**src/rtl/ws2812_frame_ctrl_if.sv**
```systemverilog
// rtl/ws2812_frame_ctrl_if.sv - pixel RAM read port between frame controller (master) and frame buffer (slave)
interface ws2812_frame_ctrl_if #(
    parameter int AW = 6
);
    logic          pix_rd;
    logic [AW-1:0] pix_addr;
    logic [23:0]   pix_data;

    modport master (
        output pix_rd,
        output pix_addr,
        input  pix_data
    );

    modport slave (
        input  pix_rd,
        input  pix_addr,
        output pix_data
    );
endinterface

```
**src/rtl/ws2812_frame_ctrl.sv**
```systemverilog
// rtl/ws2812_frame_ctrl.sv - WS2812 frame scheduler: pixel RAM fetch/prefetch, bit serialiser, latch period
// Optional per-frame brightness scaling of every colour byte when WS2812_BRIGHTNESS_EN is defined.
module ws2812_frame_ctrl #(
    parameter int N_LEDS    = 64,
    parameter int T0H_CYC   = 16,
    parameter int T1H_CYC   = 32,
    parameter int TBIT_CYC  = 50,
    parameter int RESET_CYC = 2600,
    parameter int AW        = 6
) (
    input  logic                clk,
    input  logic                rst,
    input  logic                start,
`ifdef WS2812_BRIGHTNESS_EN
    input  logic [7:0]          brightness,
`endif
    ws2812_frame_ctrl_if.master pix,
    output logic                dout,
    output logic                busy,
    output logic                done
);
    localparam int CNT_MAX = (TBIT_CYC > RESET_CYC) ? TBIT_CYC : RESET_CYC;
    localparam int CW      = $clog2(CNT_MAX);

    localparam logic [AW-1:0] LAST_LED   = AW'(N_LEDS - 1);
    localparam logic [CW-1:0] TBIT_LAST  = CW'(TBIT_CYC - 1);
    localparam logic [CW-1:0] RESET_LAST = CW'(RESET_CYC - 1);
    localparam logic [CW-1:0] T0H        = CW'(T0H_CYC);
    localparam logic [CW-1:0] T1H        = CW'(T1H_CYC);

    typedef enum logic [2:0] {IDLE, FETCH, BIT_HI, BIT_LO, LATCH} state_t;

    state_t        state, state_n;
    logic [CW-1:0] cnt, cnt_n;
    logic [4:0]    bit_idx, bit_n;
    logic [AW-1:0] led_idx, led_n;
    logic [AW-1:0] addr_q, addr_n;
    logic [23:0]   shift_word, shift_n;
    logic [23:0]   next_word, next_n;
    logic          rd_q, rd_n, rd_d;
    logic          dout_n, busy_n, done_n;
    logic [CW-1:0] th;
    logic [23:0]   captured;

`ifdef WS2812_BRIGHTNESS_EN
    logic [7:0] bright, bright_n;

    function automatic logic [23:0] scale_word(input logic [23:0] w, input logic [7:0] b);
        logic [16:0] p;
        logic [23:0] r;
        for (int i = 0; i < 3; i++) begin
            p = 17'(w[8*i +: 8]) * 17'({1'b0, b} + 9'd1);
            r[8*i +: 8] = p[15:8];
        end
        return r;
    endfunction

    assign captured = scale_word(pix.pix_data, bright);
`else
    assign captured = pix.pix_data;
`endif

    assign pix.pix_rd   = rd_q;
    assign pix.pix_addr = addr_q;
    assign th           = shift_word[23] ? T1H : T0H;

    always_comb begin
        state_n = state;
        cnt_n   = cnt;
        bit_n   = bit_idx;
        led_n   = led_idx;
        addr_n  = addr_q;
        shift_n = shift_word;
        next_n  = next_word;
        rd_n    = 1'b0;
        dout_n  = dout;
        busy_n  = busy;
        done_n  = 1'b0;
`ifdef WS2812_BRIGHTNESS_EN
        bright_n = bright;
`endif
        case (state)
            IDLE: begin
                dout_n = 1'b0;
                // The done cycle already shows IDLE, so a start there must be masked.
                if (start && !done) begin
                    busy_n  = 1'b1;
                    rd_n    = 1'b1;
                    addr_n  = '0;
                    led_n   = '0;
                    state_n = FETCH;
`ifdef WS2812_BRIGHTNESS_EN
                    bright_n = brightness;
`endif
                end
            end
            FETCH: begin
                if (rd_d) begin
                    shift_n = captured;
                    dout_n  = 1'b1;
                    cnt_n   = '0;
                    bit_n   = '0;
                    state_n = BIT_HI;
                end
            end
            BIT_HI, BIT_LO: begin
                if (rd_d) next_n = captured;
                if (cnt == TBIT_LAST) begin
                    cnt_n = '0;
                    if (bit_idx == 5'd23) begin
                        if (led_idx == LAST_LED) begin
                            dout_n  = 1'b0;
                            state_n = LATCH;
                        end else begin
                            led_n   = led_idx + AW'(1);
                            shift_n = next_word;
                            bit_n   = '0;
                            dout_n  = 1'b1;
                            state_n = BIT_HI;
                        end
                    end else begin
                        shift_n = {shift_word[22:0], 1'b0};
                        bit_n   = bit_idx + 5'd1;
                        dout_n  = 1'b1;
                        state_n = BIT_HI;
                        // Entering bit 23: fetch the next pixel so it is ready at the word boundary.
                        if (bit_idx == 5'd22 && led_idx != LAST_LED) begin
                            rd_n   = 1'b1;
                            addr_n = led_idx + AW'(1);
                        end
                    end
                end else begin
                    cnt_n   = cnt + CW'(1);
                    dout_n  = (cnt + CW'(1)) < th;
                    state_n = dout_n ? BIT_HI : BIT_LO;
                end
            end
            LATCH: begin
                dout_n = 1'b0;
                if (cnt == RESET_LAST) begin
                    cnt_n   = '0;
                    done_n  = 1'b1;
                    busy_n  = 1'b0;
                    state_n = IDLE;
                end else begin
                    cnt_n = cnt + CW'(1);
                end
            end
            default: state_n = IDLE;
        endcase
    end

    always_ff @(posedge clk) begin
        if (rst) begin
            state      <= IDLE;
            cnt        <= '0;
            bit_idx    <= '0;
            led_idx    <= '0;
            addr_q     <= '0;
            shift_word <= '0;
            next_word  <= '0;
            rd_q       <= 1'b0;
            rd_d       <= 1'b0;
            dout       <= 1'b0;
            busy       <= 1'b0;
            done       <= 1'b0;
`ifdef WS2812_BRIGHTNESS_EN
            bright     <= '0;
`endif
        end else begin
            state      <= state_n;
            cnt        <= cnt_n;
            bit_idx    <= bit_n;
            led_idx    <= led_n;
            addr_q     <= addr_n;
            shift_word <= shift_n;
            next_word  <= next_n;
            rd_q       <= rd_n;
            rd_d       <= rd_q;
            dout       <= dout_n;
            busy       <= busy_n;
            done       <= done_n;
`ifdef WS2812_BRIGHTNESS_EN
            bright     <= bright_n;
`endif
        end
    end
endmodule

```
**src/flat_wrapper.sv**
```systemverilog
// flat-port wrapper written by rule: the top's interface ports become plain ports
module ws2812_frame_ctrl_flat 
#(
    parameter int N_LEDS    = 64,
    parameter int T0H_CYC   = 16,
    parameter int T1H_CYC   = 32,
    parameter int TBIT_CYC  = 50,
    parameter int RESET_CYC = 2600,
    parameter int AW        = 6
)
  (clk, rst, start, dout, busy, done, pix_pix_rd, pix_pix_addr, pix_pix_data);
  ws2812_frame_ctrl_if #(.AW(AW)) pix_i ();
  input  logic clk;
  input  logic rst;
  input  logic start;
  output logic dout;
  output logic busy;
  output logic done;
  output wire logic [$bits(pix_i.pix_rd)-1:0] pix_pix_rd;
  output wire logic [$bits(pix_i.pix_addr)-1:0] pix_pix_addr;
  input wire logic [$bits(pix_i.pix_data)-1:0] pix_pix_data;
  assign pix_pix_rd = pix_i.pix_rd;
  assign pix_pix_addr = pix_i.pix_addr;
  assign pix_i.pix_data = pix_pix_data;
  ws2812_frame_ctrl #(.N_LEDS(N_LEDS), .T0H_CYC(T0H_CYC), .T1H_CYC(T1H_CYC), .TBIT_CYC(TBIT_CYC), .RESET_CYC(RESET_CYC), .AW(AW)) u_core (.clk(clk), .rst(rst), .start(start), .pix(pix_i), .dout(dout), .busy(busy), .done(done));
endmodule
```
**config.mk**
```make
export PLATFORM = sky130hd
export DESIGN_NAME = ws2812_frame_ctrl_flat
export DESIGN_NICKNAME = d
export VERILOG_FILES = /design/src/rtl/ws2812_frame_ctrl_if.sv /design/src/rtl/ws2812_frame_ctrl.sv /design/src/flat_wrapper.sv
export SDC_FILE = /design/constraint.sdc
export NUM_CORES = 1
export LEC_CHECK = 0
export CORE_ASPECT_RATIO = 0.9
export CORE_MARGIN = 4
export CORE_UTILIZATION = 40
export CTS_CLUSTER_DIAMETER = 50
export DETAILED_ROUTE_END_ITERATION = 10
export GPL_TIMING_DRIVEN = 0
export PLACE_DENSITY_LB_ADDON = 0.08
export SETUP_SLACK_MARGIN = 0.02
export SYNTH_ARGS = -nofsm -noshare
export SYNTH_HDL_FRONTEND = slang
export SYNTH_SLANG_ARGS = --single-unit
export TNS_END_PERCENT = 100
```
**constraint.sdc**
```tcl
create_clock -name clk -period 2.74 [get_ports clk]
set_input_delay 0.548 -clock clk [delete_from_list [all_inputs] [get_ports clk]]
set_output_delay 0.548 -clock clk [all_outputs]
set_load 0.1 [all_outputs]
```
Word-level counts from Yosys, hierarchy flattened
Cells that the tools add are included.
- memories: 0
- output and inout port bits: 10
- input port bits: 27
- bits in latches: 0
- register bits: 85
- bits in read-only memories: 0
- RAM bits: 0
- add/sub/neg operators: 3
- equality and inequality tests: 19
- multipliers: 0
- shift-type cells: 0
- $lt $le $gt $ge: 1
- reductions and logical operators: 20
- multiplexer cells: 46
- div/mod/pow operators: 0
- bitwise operators: 1
- operators by type and width (kind ; number):
    two-way mux 24 bit ; 4
    two-way mux 6 bit ; 8
    case mux 24 bit (2 select lines) ; 1
    two-way mux 12 bit ; 3
    case mux 12 bit (3 select lines) ; 1
    case mux 6 bit (2 select lines) ; 2
    two-way mux 5 bit ; 4
    two-way mux 3 bit ; 6
    adder 12 x 1 -> 12 bit (second input constant) ; 1
    equality test 12 bit (second input constant) ; 1
    equality test 12 x 6 -> 1 bit (second input constant) ; 1
    less-than comparator 12 bit ; 1
    two-way mux 1 bit ; 12
    != test 2 x 1 -> 1 bit (second input constant) ; 6
    case mux 3 bit (4 select lines) ; 1
    equality test 5 bit (second input constant) ; 2
    case mux 5 bit (2 select lines) ; 1
    AND reduction 5 bit ; 2
    adder 6 x 1 -> 6 bit (second input constant) ; 1
    equality test 3 x 2 -> 1 bit (second input constant) ; 2
    equality test 6 bit (second input constant) ; 1
    != test 6 bit (second input constant) ; 1
    AND reduction 2 bit ; 3
    AND reduction 3 bit ; 2
    other kinds (15) ; 23

Longest topological paths before layout
Gate-level depths: netlist of run 1.
- word-level depth: 6
- mapped depth: 11
- gate-level depth less buffers: 7

Least setup slack after synthesis of run 1
Ideal clock, no wire load.
- path type: flip-flop to flip-flop
- start point: register u_core.cnt[3]
- end point: register u_core.shift_word[0]
- period minus slack after synthesis: 2549 ps
- arrival: 2415 ps
- buffers on the path: 4
- path slack: 191 ps
- cell stages (with the launch flop): 10
- library setup time: 134 ps
- path through: dfxtp_1 > buf_6 > or4b_4 > or4_1 > buf_2 > o31a_1 > buf_6 > clkbuf_1 > a211oi_1 > a211oi_1
- word-level cells in the longest chain between the ends: 3
- ends and longest elaborated chain (element ; line ; source):
    start: declaration ; ws2812_frame_ctrl.sv:34 ; logic [CW-1:0] cnt, cnt_n;
    start signal: assignment ; ws2812_frame_ctrl.sv:172 ; cnt <= cnt_n;
    equality test 12 x 6 -> 1 bit ; ws2812_frame_ctrl.sv:108 ; if (cnt == TBIT_LAST) begin
    != test 2 x 1 -> 1 bit (no source line) ; n/a ;
    AND reduction 4 bit (no source line) ; n/a ;
    end signal: assignment ; ws2812_frame_ctrl.sv:176 ; shift_word <= shift_n;
    end: declaration ; ws2812_frame_ctrl.sv:38 ; logic [23:0] shift_word, shift_n;
Every way passes these cells.
A chain may end at the register's enable or synchronous reset.

Worst setup path in the final report of run 1
- start point: register u_core.cnt[3]
- end point: register u_core.shift_word[15]
Same word-level chain as after synthesis.

==> key figures, run 1 <==
Critical path
  • R2R setup slack: 100 ps
  • RR Startpoint: u_core.cnt[3]
  • R2R depth: 9
  • Critical Path Source Type: flip-flop
  • R2r endpoint: u_core.shift_word[15]
  • Crit path max fanout: 10
  • Worst path arrival time: 2900 ps
  • Worst EP required: 3000 ps
  • CP Class: flip-flop to flip-flop
  • CP Capture Type: flip-flop

Floorplan
  • Num rows: 35
  • Die Footprint: 0.0121 mm²
  • Core ar.: 0.0102 mm²
  • Ports: 37
  • Die Ht: 105 µm
  • Die Wd: 115 µm
  • Initial Utilization: 40.7%

STA
  • Setup violators final: 0
  • Final worst slack: 97.1 ps
  • Setup tns final: 0 ps
  • Tmin final: 2640 ps
  • Slew Limit Fails: 0
  • Final hold violation count: 0
  • Period utilization: 96.5%
  • Least-Margin Pin Slew: 971 ps
  • Fmax: 378 MHz
  • RSZ-0062 raised after global routing: false
  • Clock skew: 6.72 ps
  • Max_slew headroom: 35.1%

Routing
  • Detail Route Antenna Nets: 0
  • DRC violations left: 0
  • Routed vias: 3950
  • Vias per std cell: 5.48
  • Final wirelength: 11.0 mm
  • Drt wl/cell: 15.3 µm
  • Drt first pass iters: 4
  • Iter 0 DRT Violations: 243

Outcome
  • Status: finished clean

Synth
  • Area leader, netlist: dfxtp_1
  • Cell Area, Synth: 0.00415 mm²
  • Async S/R FF share, synth: 0%
  • Seq/Total Area, Yosys: 41.0%
  • Yosys reg bits: 85
  • Synth area leaders: dfxtp_1 41%, nand2_1 13%, a21oi_1 8.1%
  • Syn Nets: 573
  • Mapped Avg Cell Area: 7.69 µm²
  • Yosys cell types: 54
  • Top cell type's share of synthesized area: 41.0%
  • Top_reg_cell synth: dfxtp_1
  • Number of synthesized flops with an enable pin: 0
  • Yosys warns: 0
  • Mapped Cells: 540

Power and ir drop
  • Peak VDD IR: 0.419 mV
  • Switching Share: 21.7%
  • Leakage: 1.61 nW
  • Total power: 2.76 mW
  • Internal Power: 2.16 mW
  • Cell Pwr Density: 543 mW/mm²
  • Seq pwr share: 45.5%
  • Clock share of power: 48.7%
  • Logic pwr share: 5.8%
  • Psw: 0.597 mW

Global route
  • Initial antenna violation count: 0
  • Vias in the first global route: 3853
  • GRT overflow: 0
  • First-pass GRT wire length: 18.7 mm
  • Gr usage total: 18.8%
  • Largest net degree at the start of global routing: 14

Place
  • PortBufs: 36
  • Detailed Place HPWL: 7.55 mm
  • Final GP Congestion: 0.803
  • Worst slack at placement: -37.1 ps
  • Placed inst area: 0.00468 mm²

Final layout
  • Final instance area: 0.00508 mm²
  • Multi-input gate area: 0.00229 mm²
  • Most frequent cells in the layout: 140 x nand2_1, 83 x dfxtp_1, 63 x a21oi_1
  • Area Overhead vs Synth: 22.3%
  • Sequential Area: 0.00170 mm²
  • Most common cell after layout, fill and taps aside: nand2_1
  • # diodes: 0
  • Proportion of layout cells with a drive suffix above 1: 7.09%
  • FILL cells: 1037
  • # nets final: 620

Hold path
  • Worst Hold Class: flip-flop to flip-flop
  • Hold Path Depth: 2
  • Hold EP: u_core.shift_word[20]
  • Hold Crit Start: u_core.shift_word[20]

Clocking
  • Clock Sinks: 85
  • Post-CTS Hold Buffers: 0
  • Worst-Skew Late Latency: 340 ps
  • CTS clk-pin slew, worst paths: 60 ps
  • Clock buffer depth: 2
  • CTS tree: yes
  • Number of buffers created by CTS: 9
  • Max H-tree Level: 3
  • Root Driver: clkbuf_16

Job
  • Max-Cap Viols: 0
how the worst max path moves through the flow:
stage                       start               endpoint  slack [ps]  depth (start not counted)
floorplan           u_core.cnt[3]   u_core.shift_word[0]         190                          9
detailed placement  u_core.cnt[3]   u_core.shift_word[0]         -40                          9
finish              u_core.cnt[3]  u_core.shift_word[15]         100                          9
CTS                 u_core.cnt[3]   u_core.shift_word[0]          10                          9
global route        u_core.cnt[3]  u_core.shift_word[22]          20                          9
global placement    u_core.cnt[3]   u_core.shift_word[0]         -20                          9
stage by stage:
step           util, %  hold WS, ps  std cells
5_1_grt           49.8          473        721
6_report          49.8          450        721
2_1_floorplan        -          432        540
3_5_place_dp      45.8          445        705
3_3_place_gp      45.8          439        705
4_1_cts           49.1          452        721
worst max-delay path, cell delays in order (launching register included):
cell	delay, ps
dfxtp_1	310
buf_6	130
or4b_4	490
or4_4	490
buf_6	150
o31a_1	290
buf_6	150
buf_6	140
a311o_1	270
a21oi_1	160
Yosys cell counts (all sizes together), types with 3 or more instances:
library cell / instances
nor2b: 3
a31oi: 13
nor2: 40
xnor2: 4
nand2: 140
o21ai: 11
nor3: 3
ha: 6
and2: 6
dfxtp: 85
o211ai: 3
a311o: 25
nor4: 7
buf: 6
clkbuf: 35
a21oi: 67
or4: 3
and3: 8
nand3b: 7
o2bb2ai: 5
inv: 7
and4: 3
nand3: 14
final cells by class:
class	count	area share, %
flip-flops and latches	85	33.5
inverters	8	0.591
clock buffers	13	5.12
repair buffers	37	7.24
plain buffers	40	4.01
clock inverters	3	1.33
well taps	129	3.18
multi-input cells	406	45.0
power by group through the flow:
stage | clock network, mW | registers (mW) | logic (mW)
floorplan | 0 | 1.30 | 0.0662
global placement | 0 | 1.28 | 0.158
detailed placement | 0 | 1.28 | 0.159
CTS | 1.38 | 1.25 | 0.160
global route | 1.42 | 1.25 | 0.177
finish | 1.34 | 1.25 | 0.161
timing repair:
action / CTS / global route
gates resized for setup: 3 / 27
cloned: 0 / 0
setup endpoints to repair: 22 / 33
pin swaps: 0 / 1
buffers inserted: 0 / 1
layer usage:
| metal | track usage [%] | part of all wire (%) | vias up |
|---|---|---|---|
| met1 | 25.8 | 48 | 1866 |
| met2 | 29.9 | 47 | 72 |
| met4 | 4.86 | 1.3 | 0 |
| li1 | - | - | 2000 |
| met5 | 0 | 0 | - |
| met3 | 4.05 | 3.5 | 12 |
sequential cells by signal, summed over array words and instances (netlist names), 3 cells and up:
register and flops:
u_core.led_idx 6, u_core.next_word 24, u_core.bit_idx 5, u_core.cnt 12, u_core.state 3, u_core.pix.pix_addr 6
u_core.shift_word 24
logic make-up (layout without fill, tap and decap cells):
kind of cell             after synthesis  in the layout  share of synthesized area (%)
adder cells (fa/ha/maj)                6              6                           1.81
buffers and inverters                 49            101                           5.21
AND/OR/NAND/NOR                      248            248                           27.2
flip-flops                            85             85                           41.0
XOR/XNOR                               6              6                           1.27
multiplexers                           1              1                          0.241
AO/OA/AOI/OAI                        145            145                           23.3
Power figures use the tool's default switching activity.
==> run 2, diff against run 1 <==
--- a/config.mk
+++ b/config.mk
@@ -11,6 +11,7 @@
 export CTS_CLUSTER_DIAMETER = 50
 export DETAILED_ROUTE_END_ITERATION = 10
 export GPL_TIMING_DRIVEN = 0
+export HOLD_SLACK_MARGIN = 0.12
 export PLACE_DENSITY_LB_ADDON = 0.08
 export SETUP_SLACK_MARGIN = 0.02
 export SYNTH_ARGS = -nofsm -noshare
==> results of run 2 <==
No change in the layout: final DEF, timing and power equal those of run 1.
